<file path="config.mk">
export PLATFORM = sky130hd
export DESIGN_NAME = serial_rx_param
export DESIGN_NICKNAME = d
export VERILOG_FILES = /design/src/rtl/serial_pkg.sv /design/src/rtl/baud_tick_gen.sv /design/src/rtl/serial_rx_param.sv
export SDC_FILE = /design/constraint.sdc
export NUM_CORES = 1
export LEC_CHECK = 0
export BUFFER_PORTS_ARGS = -buffer_cell sky130_fd_sc_hd__buf_2
export CAP_MARGIN = 20
export CORE_UTILIZATION = 59
export DETAILED_ROUTE_END_ITERATION = 12
export MAX_ROUTING_LAYER = met4
export PLACE_DENSITY = 0.79
export SYNTH_ARGS = -nofsm -noshare
export SYNTH_HDL_FRONTEND = slang
export SYNTH_SLANG_ARGS = --single-unit
</file>
<file path="constraint.sdc">
create_clock -name clk -period 2.2 [get_ports clk]
set_input_delay 0.44 -clock clk [delete_from_list [all_inputs] [get_ports clk]]
set_output_delay 0.44 -clock clk [all_outputs]
set_load 0.01 [all_outputs]
</file>
<file path="src/rtl/serial_pkg.sv">
// Shared definitions for the serial receiver/transmitter family:
// parity mode constants, receiver FSM encoding and baud divisor helper.
package serial_pkg;

  localparam int PARITY_NONE = 0;
  localparam int PARITY_ODD  = 1;
  localparam int PARITY_EVEN = 2;

  typedef enum logic [2:0] {
    ST_IDLE   = 3'd0,
    ST_START  = 3'd1,
    ST_DATA   = 3'd2,
    ST_PARITY = 3'd3,
    ST_STOP   = 3'd4
  } rx_state_t;

  // Clocks per oversample tick: floor(clk / (baud * os)), never below 1.
  function automatic int calc_div(input int clk_freq, input int baud, input int os);
    int d;
    d = clk_freq / (baud * os);
    if (d < 1) d = 1;
    return d;
  endfunction

endpackage

</file>
<file path="src/rtl/baud_tick_gen.sv">
// Oversample tick generator: counts 0..DIV-1 and emits a one-clock tick
// at DIV-1. A synchronous clear holds the counter at 0 so the tick phase
// can be re-aligned to an external event (e.g. a start-bit edge).
module baud_tick_gen #(
  parameter int DIV = 1
) (
  input  logic clk,
  input  logic rst,
  input  logic clear,
  output logic tick
);

  localparam int CW = (DIV > 1) ? $clog2(DIV) : 1;
  localparam logic [CW-1:0] CNT_LAST = CW'(DIV - 1);

  logic [CW-1:0] cnt;

  // Divider counter, held at zero while cleared.
  always_ff @(posedge clk or posedge rst) begin
    if (rst) begin
      cnt <= '0;
    end else if (clear || cnt == CNT_LAST) begin
      cnt <= '0;
    end else begin
      cnt <= cnt + 1'b1;
    end
  end

  assign tick = !clear && (cnt == CNT_LAST);

endmodule

</file>
<file path="src/rtl/serial_rx_param.sv">
// Parametrised UART receiver with 2-flop synchroniser, 3-sample majority
// vote around bit centre and a one-entry valid/ready holding register.
//
// Handshake: rx_valid means the holding register is full; a transfer
// happens on any clock where rx_valid && rx_ready. rx_data and the error
// flags are stable while rx_valid is 1. A new frame arriving while the
// register is full and not being accepted is dropped and overrun pulses.
module serial_rx_param
  import serial_pkg::*;
#(
  parameter int CLK_FREQ   = 50_000_000,
  parameter int BAUD_RATE  = 115200,
  parameter int OVERSAMPLE = 16,
  parameter int DATA_BITS  = 8,
  parameter int PARITY     = 0,
  parameter int STOP_BITS  = 1
) (
  input  logic                 clk,
  input  logic                 reset,
  input  logic                 en,
  input  logic                 rx,
  output logic [DATA_BITS-1:0] rx_data,
  output logic                 rx_parity_err,
  output logic                 rx_frame_err,
  output logic                 rx_valid,
  input  logic                 rx_ready,
  output logic                 overrun,
  output logic                 busy
);

  localparam int DIV  = calc_div(CLK_FREQ, BAUD_RATE, OVERSAMPLE);
  localparam int SC_W = $clog2(OVERSAMPLE);
  localparam int BI_W = $clog2(DATA_BITS);

  localparam logic [SC_W-1:0] SC_LAST = SC_W'(OVERSAMPLE - 1);
  localparam logic [SC_W-1:0] M_LO    = SC_W'(OVERSAMPLE / 2 - 1);
  localparam logic [SC_W-1:0] M_MID   = SC_W'(OVERSAMPLE / 2);
  localparam logic [SC_W-1:0] M_HI    = SC_W'(OVERSAMPLE / 2 + 1);
  localparam logic [BI_W-1:0] BI_LAST = BI_W'(DATA_BITS - 1);
  localparam logic            STOP_LAST = (STOP_BITS == 2);
  localparam logic            ODD_INV   = (PARITY == PARITY_ODD);

  // Reject unsupported configurations at elaboration time.
  if (OVERSAMPLE < 8 || OVERSAMPLE > 32 || (OVERSAMPLE % 2) != 0) begin : g_bad_os
    $error("serial_rx_param: OVERSAMPLE must be even and in 8..32");
  end
  if (DATA_BITS < 5 || DATA_BITS > 9) begin : g_bad_db
    $error("serial_rx_param: DATA_BITS must be in 5..9");
  end
  if (PARITY < 0 || PARITY > 2) begin : g_bad_par
    $error("serial_rx_param: PARITY must be 0, 1 or 2");
  end
  if (STOP_BITS < 1 || STOP_BITS > 2) begin : g_bad_stop
    $error("serial_rx_param: STOP_BITS must be 1 or 2");
  end

  logic                 sync1;
  logic                 rx_s;
  logic                 rx_prev;
  rx_state_t            state;
  logic [SC_W-1:0]      sc;
  logic [BI_W-1:0]      bit_idx;
  logic                 stop_idx;
  logic                 samp_a;
  logic                 samp_b;
  logic [DATA_BITS-1:0] shreg;
  logic                 parity_err_int;
  logic                 frame_err_int;
  logic                 done;
  logic                 tick;
  logic                 maj;

  baud_tick_gen #(.DIV(DIV)) u_tick (
    .clk   (clk),
    .rst   (reset),
    .clear (state == ST_IDLE),
    .tick  (tick)
  );

  // Two-flop synchroniser plus one delayed copy for falling-edge detection.
  always_ff @(posedge clk or posedge reset) begin
    if (reset) begin
      sync1   <= 1'b1;
      rx_s    <= 1'b1;
      rx_prev <= 1'b1;
    end else begin
      sync1   <= rx;
      rx_s    <= sync1;
      rx_prev <= rx_s;
    end
  end

  // Majority of the two stored samples and the live sample at M+1.
  assign maj = (samp_a & samp_b) | (samp_a & rx_s) | (samp_b & rx_s);

  assign busy = (state != ST_IDLE);

  // Frame FSM: start validation, data shift, parity and stop sampling.
  always_ff @(posedge clk or posedge reset) begin
    if (reset) begin
      state          <= ST_IDLE;
      sc             <= '0;
      bit_idx        <= '0;
      stop_idx       <= 1'b0;
      samp_a         <= 1'b0;
      samp_b         <= 1'b0;
      shreg          <= '0;
      parity_err_int <= 1'b0;
      frame_err_int  <= 1'b0;
      done           <= 1'b0;
    end else begin
      done <= 1'b0;
      if (!en) begin
        state    <= ST_IDLE;
        sc       <= '0;
        bit_idx  <= '0;
        stop_idx <= 1'b0;
      end else if (state == ST_IDLE) begin
        if (rx_prev && !rx_s) begin
          state          <= ST_START;
          sc             <= '0;
          bit_idx        <= '0;
          stop_idx       <= 1'b0;
          parity_err_int <= 1'b0;
          frame_err_int  <= 1'b0;
        end
      end else if (tick) begin
        sc <= (sc == SC_LAST) ? '0 : sc + 1'b1;
        if (sc == M_LO)  samp_a <= rx_s;
        if (sc == M_MID) samp_b <= rx_s;
        case (state)
          ST_START: begin
            if (sc == M_HI && maj) begin
              state <= ST_IDLE;
            end else if (sc == SC_LAST) begin
              state <= ST_DATA;
            end
          end
          ST_DATA: begin
            if (sc == M_HI) shreg <= {maj, shreg[DATA_BITS-1:1]};
            if (sc == SC_LAST) begin
              if (bit_idx == BI_LAST) begin
                bit_idx <= '0;
                state   <= (PARITY != PARITY_NONE) ? ST_PARITY : ST_STOP;
              end else begin
                bit_idx <= bit_idx + 1'b1;
              end
            end
          end
          ST_PARITY: begin
            if (sc == M_HI) parity_err_int <= (maj != ((^shreg) ^ ODD_INV));
            if (sc == SC_LAST) state <= ST_STOP;
          end
          ST_STOP: begin
            if (sc == M_HI) begin
              if (!maj) frame_err_int <= 1'b1;
              if (stop_idx == STOP_LAST) begin
                state <= ST_IDLE;
                done  <= 1'b1;
              end
            end else if (sc == SC_LAST) begin
              stop_idx <= 1'b1;
            end
          end
          default: state <= ST_IDLE;
        endcase
      end
    end
  end

  // Holding register with valid/ready handshake and overrun detection.
  always_ff @(posedge clk or posedge reset) begin
    if (reset) begin
      rx_data       <= '0;
      rx_parity_err <= 1'b0;
      rx_frame_err  <= 1'b0;
      rx_valid      <= 1'b0;
      overrun       <= 1'b0;
    end else begin
      overrun <= 1'b0;
      if (done) begin
        if (!rx_valid || rx_ready) begin
          rx_data       <= shreg;
          rx_parity_err <= parity_err_int;
          rx_frame_err  <= frame_err_int;
          rx_valid      <= 1'b1;
        end else begin
          overrun <= 1'b1;
        end
      end else if (rx_valid && rx_ready) begin
        rx_valid <= 1'b0;
      end
    end
  end

endmodule

</file>
=== Word-level counts from Yosys, hierarchy flattened ===
Cells that the tools add are included.

* Mux-type cells: 52
* Reduce and logical (&&, ||, !) cells: 28
* Bitwise logic cells: 6
* Equality and inequality tests: 26
* $add $sub $neg: 3

{| class="wikitable"
|+ Operators with widths
! operator !! number
|-
| 3-bit two-way mux || 18
|-
| 1-bit two-way mux || 27
|-
| 4-bit two-way mux || 5
|-
| 4-bit by 3-bit inequality test with 1-bit output (second input constant) || 5
|-
| 5-bit AND reduction || 3
|-
| 4-bit == test (second input constant) || 3
|-
| 3-bit by 1-bit inequality test with 1-bit output (second input constant) || 4
|-
| 3-bit case mux with 4 select lines || 1
|-
| 4-bit AND reduction || 3
|-
| 2-bit nonzero test || 5
|-
| 8-bit AND reduction || 1
|-
| 8-bit XOR reduction || 1
|-
| 3-bit by 2-bit == test with 1-bit output (second input constant) || 2
|-
| 3-bit == test (second input constant) || 2
|-
| 2-bit AND reduction || 3
|-
| 6-bit AND reduction || 1
|-
| 5-bit by 1-bit adder with 5-bit output (second input constant) || 1
|-
| 5-bit == test (second input constant) || 1
|-
| 5-bit two-way mux || 1
|-
| 5-bit by 4-bit inequality test with 1-bit output (second input constant) || 1
|-
| 4-bit by 1-bit adder with 4-bit output (second input constant) || 1
|-
| 4-bit by 3-bit == test with 1-bit output (second input constant) || 1
|-
| 1-bit logical AND || 4
|-
| 2-bit by 1-bit inequality test with 1-bit output (second input constant) || 2
|-
| other kinds (13) || 19
|}

* Output and inout port bits: 13
* Word-level logic and storage cells: 134
* Input port bits: 5
* Flip-flop bits (word level): 44

=== Depth between registers and ports, before layout ===
* Depth in word-level cells: 9
* Gate-level depth with buffers: 8
* Gate-level depth less buffers: 6

=== Modules after synthesis ===
Synthesis repeated with hierarchy kept, for this count alone.

* Cell total of the unflattened synthesis: 183
* Area total of the unflattened synthesis: 2222.1 um^2

{| class="wikitable"
|+ By module, submodules not included
! module !! area an instance (um^2) !! times used !! cells an instance !! sequential area each (um^2)
|-
| serial_rx_param || 1943.1 || 1 || 159 || 979.7
|-
| baud_tick_gen || 279.0 || 1 || 24 || 125.1
|}

=== Worst setup path after synthesis ===
OpenSTA, ideal clock, no wires.

* Kind: reg2reg
* Start: register u_tick.cnt[0]
* End: register shreg[0]
* Setup time: 0.125 ns
* Path buffers: 2
* Cell stages (with the launch flop): 9
* Arrival: 1.824 ns
* Slack: 0.251 ns
* Period minus slack after synthesis: 1.949 ns
* Required time: 2.075 ns
* Cell sequence: dfrtp_1 > inv_1 > ha_1 > and4b_1 > buf_6 > nand3_2 > or4_4 > buf_6 > mux2_4

* Word-level cells in the longest chain between the ends: 3

{| class="wikitable"
|+ Ends and longest elaborated chain
! what !! RTL line !! source
|-
| start, declared || baud_tick_gen.sv:16 || <nowiki>logic [CW-1:0] cnt;</nowiki>
|-
| start signal, assigned || baud_tick_gen.sv:25 || <nowiki>cnt <= cnt + 1'b1;</nowiki>
|-
| 5-bit == test || baud_tick_gen.sv:29 || <nowiki>assign tick = !clear && (cnt == CNT_LAST);</nowiki>
|-
| 1-bit logical AND || baud_tick_gen.sv:29 ||
|-
| 5-bit AND reduction (no line) || -- ||
|-
| end signal, assigned || serial_rx_param.sv:140 || <nowiki>if (sc == M_HI) shreg <= {maj, shreg[DATA_BITS-1:1]};</nowiki>
|-
| end, declared || serial_rx_param.sv:66 || <nowiki>logic [DATA_BITS-1:0] shreg;</nowiki>
|}

Every way passes these cells.
A chain may end at the register's enable or synchronous reset.

=== Worst setup path after layout ===
* Start: register sc[1]
* End: register shreg[7]

* Word-level cells in the longest chain between the ends: 2

{| class="wikitable"
|+ Ends and longest elaborated chain
! what !! RTL line !! source
|-
| start, declared || serial_rx_param.sv:61 || <nowiki>logic [SC_W-1:0] sc;</nowiki>
|-
| start signal, assigned || serial_rx_param.sv:128 || <nowiki>sc <= (sc == SC_LAST) ? '0 : sc + 1'b1;</nowiki>
|-
| 4-bit == test || serial_rx_param.sv:140 ||
|-
| 5-bit AND reduction (no line) || -- ||
|}

Every way passes these cells.

==> impl_metrics.py <==
metrics = {
    "critical_path": {
        "crit_fanout": 8,
        "crit_type": "register to register",
        "end_kind": "register",
        "start_kind": "register",
        "cp.arrival_ns": 2.24,
        "r2r_start": "sc[1]$_DFFE_PP0P_",
        "reg2reg_depth": 6,
        "r2r_setup_slack_ns": 0.14,
        "required_ns": 2.38,
        "r2r_end": "shreg[7]$_DFFE_PP0P_",
    },
    "timing": {
        "post-route-min-period_ns": 2.06,
        "fmax_ghz": 0.485,
        "report.final.slew_viol_count": 0,
        "worstMarginPinSlew_ns": 0.590,
        "finClkSkew_ns": 0.00430,
        "relSlewSlack_pct": 60.3,
        "fin_tns_setup_ns": 0,
        "rsz0062_at_grt": "no",
        "worst_slack_ns": 0.138,
        "hold_viol": 0,
        "finalCritPeriodShare_pct": 93.7,
        "setup_viol": 0,
    },
    "logic_synthesis": {
        "synth_warnings": 0,
        "syn_inst": 179,
        "muxShareOfSynthArea_pct": 13.3,
        "synth_edf_count": 0,
        "ys_types": 48,
        "synthArstFlopShare_pct": 100,
        "synth_area_per_cell_sq_um": 12.1,
        "yosysSeqAreaShare_pct": 50.8,
        "synthSimpleGateAreaFrac_pct": 13.6,
        "synth_seq_cells": 44,
        "synth_area_sq_um": 2170,
        "synthesis.nets": 191,
        "synthFlopType": "dfrtp_1",
        "synth_xor_area_share_pct": 4.66,
        "synth_adder_area_share_pct": 4.49,
        "synth_top_family_by_area": "simple AND/OR/NAND/NOR gates",
        "synth_compound_area_share_pct": 9.44,
    },
    "placement": {
        "hpwl_mm": 2.87,
        "portBuffers": 17,
        "dp.cells": 241,
        "post-place-ws_ns": 0.194,
        "place_congestion": 1.00,
    },
    "clocking": {
        "cts_tree": "built",
        "clock_path_buffers": 2,
        "cts_inserted_buffers": 5,
        "root_buffer": "clkbuf_8",
        "clk-insertion-delay-late_ns": 0.29,
        "clk_pin_slew_ns": 0.08,
        "cts.sinks": 44,
        "cts_hold_buf": 0,
        "cts_max_level": 2,
        "postCtsSetupBuffers": 0,
        "post_cts_resized": 0,
    },
    "layout": {
        "final_cell_mix": "dfrtp_1, buf_2, mux2_2",
        "multi_input_area_sq_um": 988,
        "drive_above_1_share_pct": 32.0,
        "final_util_pct": 70.0,
        "syn_to_final_growth_pct": 10.9,
        "final_common_cell": "dfrtp_1",
        "regArea_sq_um": 1100,
        "fill_cells": 236,
        "fin_cells": 249,
        "nets": 214,
        "num_antenna_cells": 0,
    },
    "power_and_ir_drop": {
        "p_sw_uw": 392,
        "finalPower_uw": 1550,
        "irDropWorstVdd_mv": 0.354,
        "switching_share_pct": 25.4,
        "leakagePower_uw": 0.00120,
        "seq_power_share_pct": 56.0,
        "p_int_uw": 1150,
        "clock_power_share_pct": 32.5,
        "comb_power_share_pct": 11.5,
        "cellPowerDensity_nw_per_um2": 642,
    },
    "floorplanning": {
        "core_sq_um": 3440,
        "die_y_um": 62.7,
        "rows": 21,
        "start_util_pct": 63.2,
        "die_area_sq_um": 3930,
        "die_x_um": 62.7,
        "boundaryPins": 18,
    },
    "global_routing": {
        "overflow": 0,
        "grt_pass1_wl_mm": 6.81,
        "grt_max_degree": 45,
        "antenna_found_initial": 0,
        "grt_usage_pct": 23.7,
        "grt_pass1_vias": 1468,
    },
    "detailed_routing": {
        "drt_wl_total_mm": 3.97,
        "routed_via_density": 5.91,
        "drcViolationCount": 0,
        "ant_nets": 0,
        "vias": 1472,
        "dr.pass1.iters": 4,
        "routedWlPerCell_um": 15.9,
        "drt_iter0_drc": 104,
    },
    "hold_path": {
        "holdPathEnd": "sync1$_DFF_PP1_",
        "min-delay-path-class": "input pin to register",
        "holdCritStartpoint": "rx",
        "holdPathStages": 1,
    },
    "run_status": {
        "outcome": "completed",
    },
    "run": {
        "max_cap_viol_count": 0,
    },
}
[final cells by class]
cell class                      count  share of cell area, %
Sequential cell                    44                   45.8
Multi-Input combinational cell    119                   41.0
Timing Repair Buffer               24                   5.71
Clock buffer                        6                   3.43
Tap cell                           46                   2.39
Inverter                            8                   1.25
Clock inverter                      2                  0.415
[registers in the layout (all words and copies together), names as in the netlist, 3 cells and up]
register,flops
bit_idx,3
rx_data,8
sc,4
shreg,8
state,3
u_tick.cnt,5
[per-layer routing]
metal	routed length, um	part of all wire [%]	GRT usage, %	vias up
met5	0	0	-	-
met4	107	2.7	10.5	0
met3	261	6.6	4.74	13
met2	1920	48	38.7	63
met1	1680	42	28.4	712
li1	-	-	-	684
[cells in the mapped netlist, types with 3 or more instances]
library cell	n	area share, %
a22oi_1	3	1.0
buf_2	4	0.92
dfrtp_1	41	47
dfstp_2	3	3.6
ha_1	7	4.0
inv_1	8	1.4
mux2_2	15	7.8
mux2_4	8	5.5
nand2_1	9	1.6
nand3_1	7	1.6
nor2_1	10	1.7
nor3_1	6	1.4
o21ai_0	8	1.8
o31ai_1	3	1.0
xnor2_1	7	2.8
[critical path, cell delays in order (launching register included)]
cell,delay [ns]
dfrtp_1,0.41
inv_1,0.09
ha_1,0.16
and3b_1,0.28
nand3_2,0.12
or4_4,0.54
mux2_4,0.34
[metrics by stage]
stage / instance area [sq um] / hold WS (ns)
after floorplan: 2170 / 0.345
after global placement: 2320 / 0.347
after detailed placement: 2320 / 0.355
after CTS: 2410 / 0.236
after global routing: 2410 / 0.229
final: 2410 / 0.244
[cell families after synthesis]
logic type / count (synthesis)
fa+ha+maj: 8
compound gates: 27
mux: 23
buf+inv: 16
xor+xnor: 10
flops: 44
simple gates: 51
[power by group through the flow]
stage | Sequential, uW | Clock, uW | Combinational (uW)
6_report | 866 | 503 | 178
5_1_grt | 872 | 548 | 199
4_1_cts | 866 | 520 | 178
3_5_place_dp | 883 | 0 | 177
3_3_place_gp | 879 | 0 | 166
2_1_floorplan | 866 | 0 | 131
[how the worst max path moves through the flow]
stage	start	endpoint
detailed placement	sc[1]$_DFFE_PP0P_	shreg[7]$_DFFE_PP0P_
floorplan	u_tick.cnt[0]$_DFF_PP0_	shreg[0]$_DFFE_PP0P_
global route	u_tick.cnt[0]$_DFF_PP0_	bit_idx[2]$_DFFE_PP0P_
finish	sc[1]$_DFFE_PP0P_	shreg[7]$_DFFE_PP0P_
CTS	u_tick.cnt[0]$_DFF_PP0_	bit_idx[0]$_DFFE_PP0P_
global placement	sc[1]$_DFFE_PP0P_	shreg[6]$_DFFE_PP0P_
(Power assumes the default switching activity.)
